$ cat config.mk
export PLATFORM = sky130hd
export DESIGN_NAME = pmem_arbiter
export DESIGN_NICKNAME = d
export VERILOG_FILES = /design/src/rtl/pmem_arbiter_pkg.sv /design/src/rtl/pmem_arb_pick.sv /design/src/rtl/pmem_arbiter.sv
export SDC_FILE = /design/constraint.sdc
export NUM_CORES = 1
export LEC_CHECK = 0
export CAP_MARGIN = 25
export CORE_ASPECT_RATIO = 0.7
export CORE_UTILIZATION = 37
export DETAILED_ROUTE_END_ITERATION = 7
export GPL_TIMING_DRIVEN = 0
export PLACE_DENSITY_LB_ADDON = 0.1
export SKIP_CTS_REPAIR_TIMING = 1
export SYNTH_ARGS = -nofsm -noshare
export SYNTH_HDL_FRONTEND = slang
export SYNTH_HIERARCHICAL = 1
export SYNTH_SLANG_ARGS = --single-unit
export TNS_END_PERCENT = 100
$ cat constraint.sdc
create_clock -name clk -period 2 [get_ports clk]
set_input_delay 0.3 -clock clk [delete_from_list [all_inputs] [get_ports clk]]
set_output_delay 0.3 -clock clk [all_outputs]
set_load 0.03 [all_outputs]
$ cat src/rtl/pmem_arbiter_pkg.sv
// Shared definitions for the PMEM arbiter.
//   - arb_state_t : FSM encoding (IDLE / ISSUE / WAIT)
//   - owner_t     : which requester owns the in-flight transaction
//   - BYTE / HALF_WORD / WORD : byte-mask constants of the op_PMEM encoding
package pmem_arbiter_pkg;

    typedef enum logic [1:0] {
        IDLE  = 2'd0,
        ISSUE = 2'd1,
        WAIT  = 2'd2
    } arb_state_t;

    typedef enum logic {
        OWN_IFU = 1'b0,
        OWN_LSU = 1'b1
    } owner_t;

    localparam logic [7:0] BYTE      = 8'b0000_0001;
    localparam logic [7:0] HALF_WORD = 8'b0000_0011;
    localparam logic [7:0] WORD      = 8'b0000_1111;

    // Map an access size code (0 = byte, 1 = half, otherwise word) to its mask.
    function automatic logic [7:0] mask_for_size(input logic [1:0] size);
        case (size)
            2'd0:    return BYTE;
            2'd1:    return HALF_WORD;
            default: return WORD;
        endcase
    endfunction

endpackage

$ cat src/rtl/pmem_arb_pick.sv
// Combinational grant selector for the PMEM arbiter.
// Ports:
//   ifu_valid, lsu_valid : request lines
//   last_grant           : owner of the most recently accepted request
//   grant_valid          : at least one requester is asking
//   grant                : winning requester (meaningful when grant_valid)
// On a tie the LSU wins in fixed-priority mode; in round-robin mode the
// requester that was not granted last wins.
module pmem_arb_pick
    import pmem_arbiter_pkg::*;
#(
    parameter int ROUND_ROBIN = 0
) (
    input  logic   ifu_valid,
    input  logic   lsu_valid,
    input  owner_t last_grant,
    output logic   grant_valid,
    output owner_t grant
);

    always_comb begin
        grant_valid = ifu_valid | lsu_valid;
        grant       = OWN_IFU;
        if (ifu_valid && lsu_valid) begin
            if (ROUND_ROBIN != 0) begin
                grant = (last_grant == OWN_IFU) ? OWN_LSU : OWN_IFU;
            end else begin
                grant = OWN_LSU;
            end
        end else if (lsu_valid) begin
            grant = OWN_LSU;
        end
    end

endmodule

$ cat src/rtl/pmem_arbiter.sv
// Shares the single PMEM port between the instruction fetch unit (IFU) and
// the load/store unit (LSU). One transaction at a time: accept and latch in
// IDLE, present downstream in ISSUE until mem_ready, wait for the response in
// WAIT, then route the response to the owner. A watchdog aborts transactions
// that stay in ISSUE/WAIT too long.
// Ports:
//   clk, rst_n                         : clock, async active-low reset
//   ifu_req_valid/ready, ifu_addr      : IFU request handshake
//   ifu_resp_valid, ifu_rdata          : IFU response strobe and data
//   lsu_req_valid/ready, lsu_addr, lsu_wen, lsu_wdata, lsu_wmask : LSU request
//   lsu_resp_valid, lsu_rdata          : LSU response strobe and data
//   resp_err                           : current response is a timeout abort
//   mem_valid/ready, mem_addr, mem_wen, mem_wdata, mem_wmask : downstream request
//   mem_resp_valid, mem_rdata          : downstream response
//   err_sticky                         : a timeout has happened since reset
// Handshake: a request transfers on a cycle where valid and ready are both 1;
// the requester holds valid and its fields stable until then. req_ready is
// only raised in IDLE. Responses are single-cycle strobes with no back-pressure.
module pmem_arbiter
    import pmem_arbiter_pkg::*;
#(
    parameter int ADDR_W      = 32,
    parameter int DATA_W      = 32,
    parameter int MASK_W      = 8,
    parameter int ROUND_ROBIN = 0,
    parameter int TIMEOUT     = 255
) (
    input  logic              clk,
    input  logic              rst_n,
    input  logic              ifu_req_valid,
    output logic              ifu_req_ready,
    input  logic [ADDR_W-1:0] ifu_addr,
    output logic              ifu_resp_valid,
    output logic [DATA_W-1:0] ifu_rdata,
    input  logic              lsu_req_valid,
    output logic              lsu_req_ready,
    input  logic [ADDR_W-1:0] lsu_addr,
    input  logic              lsu_wen,
    input  logic [DATA_W-1:0] lsu_wdata,
    input  logic [MASK_W-1:0] lsu_wmask,
    output logic              lsu_resp_valid,
    output logic [DATA_W-1:0] lsu_rdata,
    output logic              resp_err,
    output logic              mem_valid,
    input  logic              mem_ready,
    output logic [ADDR_W-1:0] mem_addr,
    output logic              mem_wen,
    output logic [DATA_W-1:0] mem_wdata,
    output logic [MASK_W-1:0] mem_wmask,
    input  logic              mem_resp_valid,
    input  logic [DATA_W-1:0] mem_rdata,
    output logic              err_sticky
);

    localparam int WD_W = $clog2(TIMEOUT + 1);

    arb_state_t        state, state_nxt;
    owner_t            owner_q, last_grant_q, grant;
    logic              grant_valid;
    logic [ADDR_W-1:0] addr_q;
    logic              wen_q;
    logic [DATA_W-1:0] wdata_q;
    logic [MASK_W-1:0] wmask_q;
    logic [WD_W-1:0]   wdog_q;
    logic              err_sticky_q;
    logic              accept, timeout, resp_fire;

    pmem_arb_pick #(.ROUND_ROBIN(ROUND_ROBIN)) u_pick (
        .ifu_valid   (ifu_req_valid),
        .lsu_valid   (lsu_req_valid),
        .last_grant  (last_grant_q),
        .grant_valid (grant_valid),
        .grant       (grant)
    );

    always_comb begin
        state_nxt = state;
        // rst_n gates ready so that a requester holding valid through reset
        // never sees a handshake while the arbiter is held in reset.
        accept    = rst_n && (state == IDLE) && grant_valid;
        // The watchdog wins over a response arriving in the abort cycle.
        timeout   = (state != IDLE) && (wdog_q == WD_W'(TIMEOUT));
        resp_fire = timeout
                 || ((state == ISSUE) && mem_ready && mem_resp_valid)
                 || ((state == WAIT) && mem_resp_valid);

        case (state)
            IDLE:    if (grant_valid) state_nxt = ISSUE;
            ISSUE: begin
                if (timeout)        state_nxt = IDLE;
                else if (mem_ready) state_nxt = mem_resp_valid ? IDLE : WAIT;
            end
            WAIT:    if (timeout || mem_resp_valid) state_nxt = IDLE;
            default: state_nxt = IDLE;
        endcase

        ifu_req_ready  = accept && (grant == OWN_IFU);
        lsu_req_ready  = accept && (grant == OWN_LSU);
        mem_valid      = (state == ISSUE) && !timeout;
        ifu_resp_valid = resp_fire && (owner_q == OWN_IFU);
        lsu_resp_valid = resp_fire && (owner_q == OWN_LSU);
        resp_err       = timeout;
        ifu_rdata      = (ifu_resp_valid && !timeout) ? mem_rdata : '0;
        lsu_rdata      = (lsu_resp_valid && !timeout) ? mem_rdata : '0;
    end

    always_ff @(posedge clk or negedge rst_n) begin
        if (!rst_n) begin
            state        <= IDLE;
            owner_q      <= OWN_IFU;
            last_grant_q <= OWN_IFU;
            addr_q       <= '0;
            wen_q        <= 1'b0;
            wdata_q      <= '0;
            wmask_q      <= '0;
            wdog_q       <= '0;
            err_sticky_q <= 1'b0;
        end else begin
            state <= state_nxt;
            if (accept) begin
                owner_q      <= grant;
                last_grant_q <= grant;
                wdog_q       <= '0;
                if (grant == OWN_LSU) begin
                    addr_q  <= lsu_addr;
                    wen_q   <= lsu_wen;
                    wdata_q <= lsu_wdata;
                    wmask_q <= lsu_wmask;
                end else begin
                    // Fetches are always full-width reads.
                    addr_q  <= ifu_addr;
                    wen_q   <= 1'b0;
                    wdata_q <= '0;
                    wmask_q <= '1;
                end
            end else if (state != IDLE) begin
                wdog_q <= wdog_q + 1'b1;
            end
            if (timeout) err_sticky_q <= 1'b1;
        end
    end

    assign mem_addr   = addr_q;
    assign mem_wen    = wen_q;
    assign mem_wdata  = wdata_q;
    assign mem_wmask  = wmask_q;
    assign err_sticky = err_sticky_q;

endmodule

## Yosys cells after proc, flatten, opt, wreduce, memory -nomap -nowiden

Index checks and enable logic that the tools add are counted.

| operators by class | value |
|---|---|
| $add $sub $neg | 1 |
| eq/ne operators | 6 |
| muxes and demuxes | 16 |
| bitwise logic cells | 3 |
| reduce and logical (&&, ||, !) cells | 22 |

Operators with widths:

| cell | count |
|---|---|
| 32-bit two-way mux | 4 |
| 8-bit two-way mux | 3 |
| 1-bit logical AND | 14 |
| 2-bit two-way mux | 5 |
| 8-bit by 1-bit adder with 8-bit output, second input constant | 1 |
| 8-bit equality test, second input constant | 1 |
| 2-bit case mux with 3 select lines | 1 |
| 2-bit nonzero test | 2 |
| 1-bit logical OR | 3 |
| 1-bit two-way mux | 3 |
| 3-bit inequality test, second input constant | 1 |
| 3-bit AND reduction | 1 |
| 2-bit by 1-bit equality test with 1-bit output, second input constant | 1 |
| 2-bit equality test, second input constant | 1 |
| 2-bit zero test | 1 |
| 2-bit by 1-bit inequality test with 1-bit output, second input constant | 1 |
| 2-bit inequality test, second input constant | 1 |
| 1-bit inverter | 2 |
| 1-bit zero test | 1 |
| 1-bit OR | 1 |

| storage, ports and cells | value |
|---|---|
| register bits after elaboration | 85 |
| input port bits | 143 |
| output and inout bits | 144 |
| logic and storage cells | 56 |

## Depth between registers and ports, before layout

Gate-level depths: netlist (run 1).

| logic depth | value |
|---|---|
| depth after elaboration | 8 |
| gate-level depth with buffers | 7 |
| depth with buffers taken out | 4 |

## Cells and area by module

Netlist (run 1), hierarchy kept.

Modules (own cells, without submodules):

| module | instances | cells each | area each (um^2) | sequential area each (um^2) |
|---|---|---|---|---|
| pmem_arbiter | 1 | 492 | 4,568.1 | 2,127.0 |
| pmem_arb_pick | 1 | 2 | 10.0 | 0.0 |

## Worst setup path before layout (run 1)

No wires, ideal clock.

| timing | value |
|---|---|
| path kind | register to output |
| start | reg wdog_q[0] |
| end | out mem_valid |
| data arrival time | 1.867 ns |
| required time | 1.700 ns |
| setup slack | -0.167 ns |
| stages on the path, launching flop included | 5 |
| buffers on the path | 0 |
| cells stage by stage | dfrtp_1 ha_1 o211ai_2 nor3_1 nor3b_1 |

| between the ends | value |
|---|---|
| longest elaborated chain between the ends | 4 |

Ends and longest elaborated chain:

| element | line | RTL |
|---|---|---|
| start: declaration | pmem_arbiter.sv:64 | `logic [WD_W-1:0] wdog_q;` |
| start signal: assignment | pmem_arbiter.sv:137 | `wdog_q <= wdog_q + 1'b1;` |
| 8-bit equality test | pmem_arbiter.sv:82 | `timeout = (state != IDLE) && (wdog_q == WD_W'(TIMEOUT));` |
| 1-bit logical AND | pmem_arbiter.sv:82 |  |
| net resp_err | pmem_arbiter.sv:43 | `output logic resp_err,` |
| 1-bit zero test | pmem_arbiter.sv:99 | `mem_valid = (state == ISSUE) && !timeout;` |
| 1-bit logical AND | pmem_arbiter.sv:99 |  |
| end: declaration | pmem_arbiter.sv:44 | `output logic mem_valid,` |

The timed path passes the listed nets, and every way through them passes these cells.

## Worst setup path in the final report (run 1)

| timing | value |
|---|---|
| start | reg state[1] |
| end | out lsu_rdata[5] |

| between the ends | value |
|---|---|
| longest elaborated chain between the ends | 8 |
| elaborated cells on any way between the ends | 13 |

Ends and longest elaborated chain:

| element | line | RTL |
|---|---|---|
| start: declaration | pmem_arbiter.sv:57 | `arb_state_t state, state_nxt;` |
| start signal: assignment | pmem_arbiter.sv:119 | `state <= state_nxt;` |
| 2-bit by 1-bit equality test with 1-bit output | pmem_arbiter.sv:84 | `\|\| ((state == ISSUE) && mem_ready && mem_resp_valid)` |
| 1-bit logical AND (2 in series) | pmem_arbiter.sv:84 |  |
| 1-bit logical OR | pmem_arbiter.sv:84 |  |
| 1-bit logical OR | pmem_arbiter.sv:85 | `\|\| ((state == WAIT) && mem_resp_valid);` |
| 1-bit logical AND | pmem_arbiter.sv:101 | `lsu_resp_valid = resp_fire && (owner_q == OWN_LSU);` |
| 1-bit logical AND (*) | pmem_arbiter.sv:104 | `lsu_rdata = (lsu_resp_valid && !timeout) ? mem_rdata : '0;` |
| 32-bit two-way mux (*) | pmem_arbiter.sv:104 |  |
| end: declaration | pmem_arbiter.sv:42 | `output logic [DATA_W-1:0] lsu_rdata,` |

Mark *: on every way between the ends. The rest lies on a longest branch, timed or not.

==> results of run 1 <==
cell families after synthesis:
kind of cell,share of synthesized area
fa+ha+maj,0.00273
simple gates,0.281
mux,0.0700
flops,0.465
buf+inv,0.0984
compound gates,0.0834
state kept, by name (all words and copies together), names as in the netlist:
register	count
wdog_q	8
state	2
mem_wmask	8
last_grant_q	1
mem_addr	32
mem_wdata	32
mem_wen	1
err_sticky	1
metrics by stage:
stage / std cells / power (mW) / setup TNS, ps / util / area [um^2]
global placement: 937 / 8.70 / -485190 / 0.644 / 7660
detailed placement: 938 / 8.85 / -44470 / 0.646 / 7680
floorplan: 494 / 6.26 / -852 / - / 4600
CTS: 954 / 10.6 / -59040 / 0.672 / 7990
global route: 975 / 11.5 / -19280 / 0.689 / 8190
finish: 975 / 10.9 / -14740 / 0.689 / 8190
worst register-to-register path: stages (launching register included):
cell	delay, ps
dfrtp_2	440
buf_6	140
buf_4	130
and4bb_1	250
buf_6	110
buf_4	120
buf_6	150
buf_6	150
nand3_1	80
nand2_1	90
worst max-delay path by stage:
| stage | startpoint | to | slack [ps] | cells past startpoint |
|---|---|---|---|---|
| after floorplan | wdog_q[0] | ifu_rdata[10] | -70 | 5 |
| after global placement | rst_n | ifu_req_ready | -3640 | 7 |
| after detailed placement | lsu_req_valid | ifu_req_ready | -800 | 8 |
| after CTS | wdog_q[0] | ifu_rdata[15] | -910 | 7 |
| after global routing | state[1] | ifu_rdata[15] | -330 | 7 |
| final | state[1] | lsu_rdata[5] | -270 | 7 |
layout make-up:
cell class	instances	area, um^2
Buffer	41	333
Inverter	43	161
Clock inverter	4	72.6
Fill cell	982	3700
Multi-Input combinational cell	323	2120
Timing Repair Buffer	310	2940
Sequential cell	85	2130
Tap cell	157	196
Clock buffer	12	236
Yosys cell counts, drive strengths merged, types with 2 or more instances:
cell / n / area share
dfrtp: 85 / 0.46
nor3: 65 / 0.12
nor2: 12 / 0.0098
clkbuf: 14 / 0.011
a31oi: 8 / 0.011
o2111ai: 2 / 0.0038
o211ai: 4 / 0.0077
nand3: 39 / 0.043
buf: 29 / 0.052
or2: 3 / 0.0041
nand2: 102 / 0.084
o21ai: 38 / 0.042
inv: 43 / 0.035
mux2i: 32 / 0.070
o31ai: 3 / 0.0049
o32ai: 3 / 0.0098
per-layer routing:
| metal | global-route usage | wire (um) | vias up |
|---|---|---|---|
| met5 | 0 | 0 | - |
| met2 | 0.431 | 8230 | 149 |
| met4 | 0.0421 | 129 | 0 |
| met3 | 0.0606 | 1060 | 15 |
| li1 | - | - | 2290 |
| met1 | 0.302 | 6990 | 2295 |
power by group:
group / total (mW) / internal [mW] / switching [mW] / leakage, nW
registers: 2.95 / 2.49 / 0.463 / 1.06
clock network: 1.74 / 1.09 / 0.647 / 0.147
logic: 6.21 / 2.58 / 3.62 / 2.58
==> results.md, run 1 <==
- CP top delay family: buffers and inverters
- DRT iter0 DRCs: roughly 150
- Clock buffer depth: 2
- Pwr/cell area: 1330 nW/um^2
- Status: finished, violations left
- Die height: approximately 95 um
- Achievable Freq: 0.441 GHz
- Worst-skew pair later-pin latency: ~330 ps
- Initial Util: 0.385
- Reg2reg end: mem_wdata[15]
- Hold Crit Class: primary input to asynchronous set/reset pin
- Root buf cell: clkbuf_16
- Max-slew violation count: 0
- DIE AREA: about 13,000 um^2
- Failing checks: setup timing
- Core region area: ~12,000 um^2
- Num ports: between 200 and 300
- Slew margin rel.: 0.525
- Sequential fraction of the synthesis area: 0.465
- Endpoints failing setup: between 60 and 70
- Worst hold slack: roughly 26 ps
- Lkg Pwr: 3.79 nW
- Antenna Cells: 0
- Final min period: roughly 2300 ps
- CTS tree: yes
- Crit path launch type: register
- DP Worst Slack: -795 ps
- Number of global-route vias before repair: about 4,400
- GPL Wtd Cong: roughly 0.85
- Buf/Inv on CP: 4
- Skew final: roughly 6.4 ps
- Unrepaired setup endpoints after global routing: true
- Ys Warns: 6
- CP cell instances: buf_6 -> and3b_2 -> o32ai_4 -> buf_8 -> buf_12 -> nor3_2 -> buf_4
- Fin crit share: 1.13
- HPWL Detailed: around 13,000 um
- Critical Path RT: about 1700 ps
- Routed wire length per instance: 16.8 um
- Worst reg2reg setup slack: just under 300 ps
- Slew @ Worst Pin: approximately 710 ps
- DRC errors left: 0
- Syn Nets: about 640
- Final net count: roughly 960
- R2R depth: 9
- CTS Buf Count: 9
- Drt first pass iters: 5
- Share of cells above drive strength 1: 0.253
- Max-cap violation count: 0
- Area grow syn2layout: 78.9%
- DIE WIDTH: 135 um
- Gr ovfl total: 0
- Crit-path max FO: 10
- Total track usage: 0.242
- ANT nets after route: 0
- Commonest non-fill, non-tap cell in the layout: clkdlybuf4s50_1
- Clock sinks: 85
- First-pass GRT wire length: about 24,000 um
- Number of synthesized flops with an enable pin: 0
- Num rows: 33
- Input/output buffers: about 290
- H-tree Lvls: 3
- WP data arrival: roughly 2000 ps
- Post-synth ARST share: 1.00
- Largest net degree at the start of global routing: 52
- Yosys reg bits: between 80 and 90
- Initial antenna violation count: 0
- CP Capture Type: primary output
- Fin. Hold Viols: 0
- Slowest cell on crit path: dfrtp_2
- Via/cell ratio: approximately 5
- Synth Instances: 494
- WS Path Type: register to primary output
- Commonest non-fill, non-tap cells in the layout: clkdlybuf4s50_1 (214), nand2_1 (102), buf_4 (82), dfrtp_1 (81), nor3_2 (50)
- Syn Std Cell Area: ~4600 um^2
- Primary flip-flop cell chosen by synthesis mapping: dfrtp_1
- Distinct cells, synth: 36
- Final WL: ~16,000 um
- Maximum vdd drop: a little over 0.0009 V
- Syn Area/Cell: between 9 and 10 um^2
- Max stage delay on crit path: ~440 ps
- CTS clk-pin slew, worst paths: about 60 ps
- Reg2reg start: state[1]
- Final setup margin: -270 ps
- Vias: roughly 4,700
(Power assumes the default switching activity.)
==> run 2: changes to the inputs <==
--- a/config.mk
+++ b/config.mk
@@ -13,2 +13,3 @@
 export PLACE_DENSITY_LB_ADDON = 0.1
+export REMOVE_ABC_BUFFERS = 1
 export SKIP_CTS_REPAIR_TIMING = 1
==> constraint.sdc (replaced) <==
create_clock -name clk -period 2.1 [get_ports clk]
set_input_delay 0.315 -clock clk [delete_from_list [all_inputs] [get_ports clk]]
set_output_delay 0.315 -clock clk [all_outputs]
set_load 0.1 [all_outputs]
==> run 2 against run 1 <==
The flow still finishes with violations (setup timing). Power up 34%. Cell area increased by 5.9%. Register-to-register slack gained 40 ps. Largest cell class unchanged. Combinational power increased by 66%. Worst setup slack better by 33 ps. Hold slack better by 43 ps. Critical endpoint is now ifu_rdata[6]. Clock power is 13% lower.
==> results.md, run 2 (synthesis gave the netlist of run 1 again) <==
- Status: finished, violations left
- Failing checks: setup timing
- Max stage delay on crit path: around 480 ps
- Initial Util: 0.385
- Final net count: 930
- Max-slew violation count: 0
- Clock sinks: 85
- Num rows: 33
- CP cell instances: and3b_2 -> o32ai_4 -> buf_12 -> buf_8 -> nor3_2 -> clkbuf_8
- Share of cells above drive strength 1: 0.259
- Total power: about 15 mW
- Unrepaired setup endpoints after global routing: true
- Die height: about 95 um
- Final Cell Area: around 8700 um^2
- Largest net degree at the start of global routing: 77
- Pwr/cell area: about 1700 nW/um^2
- Skew final: around 3.2 ps
- DIE AREA: about 13,000 um^2
- Slew @ Worst Pin: between 1000 and 1500 ps
- Gr ovfl total: 0
- Number of global-route vias before repair: ~4,300
- Input/output buffers: 286
- CTS Buf Count: 9
- Initial antenna violation count: 1
- Commonest non-fill, non-tap cell in the layout: clkdlybuf4s50_1
- R2R depth: 4
- CP top delay family: buffers and inverters
- Slowest cell on crit path: dfrtp_2
- Crit path launch type: register
- Final Util: 0.730
- Final WL: about 16,000 um
- Max-cap violation count: 0
- Total track usage: 0.222
- Endpoints failing setup: between 60 and 70
- WP data arrival: between 2000 and 2500 ps
- Worst-skew pair later-pin latency: 330 ps
- HPWL Detailed: roughly 11,000 um
- Via/cell ratio: 4.87
- Commonest non-fill, non-tap cells in the layout: clkdlybuf4s50_1 (140), nand2_1 (100), dfrtp_1 (80), dlymetal6s2s_1 (74), nor3_2 (55)
- Root buf cell: clkbuf_16
- WS Path Type: register to primary output
- Crit-path max FO: 13
- DP Worst Slack: -1820 ps
- Slew margin rel.: 0.283
- CTS clk-pin slew, worst paths: 60 ps
- Reg2reg start: state[0]
- Vias: roughly 4,600
- DIE WIDTH: 135 um
- Reg2reg end: mem_addr[10]
- Worst reg2reg setup slack: 330 ps
- CTS tree: yes
- CP Capture Type: primary output
- Fin crit share: 1.11
- Critical Path RT: roughly 1800 ps
- Final setup margin: -237 ps
- Num ports: between 200 and 300
- FILL cells: around 860
- Clock buffer depth: 2
- Routed wire length per instance: about 17 um
- GPL Wtd Cong: ~0.75
- ANT nets after route: 0
- Achievable Freq: roughly 0.43 GHz
- First-pass GRT wire length: ~22,000 um
- H-tree Lvls: 3
- Hold Crit Class: primary input to asynchronous set/reset pin
- DRT iter0 DRCs: ~170
- Placed instance area: 7540 um^2
- Area grow syn2layout: 89.6%
- Core region area: 11,900 um^2
- Buf/Inv on CP: 3
- Final min period: approximately 2300 ps
- Lkg Pwr: between 4 and 5 nW
- Fin Setup TNS: -11,330 ps
- DRC errors left: 0
- Maximum vdd drop: between 0.001 and 0.0015 V
- Fin. Hold Viols: 0
- Drt first pass iters: 4
## run 2: changes by cell type in the layout (fill, tap and decap cells not counted), moves of 7 or more
cell	before	now
clkdlybuf4s50_1	214	140
dlymetal6s2s_1	1	74
buf_4	82	23
buf_6	13	49
clkbuf_8	0	14
clkbuf_1	14	1
buf_2	11	0
buf_12	6	13
nor3_1	11	4
## run 2: how the worst max path moves through the flow
stage | start | endpoint | slack [ps] | cells after the start
floorplan | state[0] | ifu_req_ready | -3030 | 2
global placement | rst_n | ifu_req_ready | -8290 | 4
detailed placement | lsu_req_valid | ifu_req_ready | -1820 | 6
CTS | lsu_req_valid | ifu_req_ready | -1850 | 6
global route | state[1] | ifu_rdata[6] | -300 | 6
finish | state[1] | ifu_rdata[6] | -240 | 6
## run 2: routing by layer
metal / wire length [um] / vias up / track usage
met3: 1100 / 28 / 0.0686
li1: - / 2236 / -
met2: 8220 / 170 / 0.378
met4: 305 / 0 / 0.0637
met1: 6430 / 2181 / 0.274
met5: 0 / - / 0
## run 2: report_power, final
part / leakage, nW / switching (mW) / internal [mW]
Sequential: 1.06 / 0.425 / 2.37
Combinational: 3.52 / 7.82 / 2.48
Clock: 0.138 / 0.599 / 0.908
## run 2: final cells by class
class                           count  area (um^2)  share of cell area
Sequential cell                    85         2130               0.246
Inverter                           43          161              0.0186
Timing Repair Buffer              323         3720               0.429
Multi-Input combinational cell    324         2180               0.251
Clock buffer                       10          229              0.0264
Antenna cell                        1         2.50            0.000288
Tap cell                          157          196              0.0226
Clock inverter                      5         52.6             0.00606
## run 2: per-stage QoR
step / instances / hold slack [ps]
after floorplan: 451 / 19.4
after global placement: 894 / 449
after detailed placement: 902 / 288
after CTS: 917 / -71.2
after global routing: 947 / 77.6
final: 948 / 69.3
## run 2: worst min-delay path: stages
cell	delay, ps
buf_12	90
buf_16	120
buf_16	260
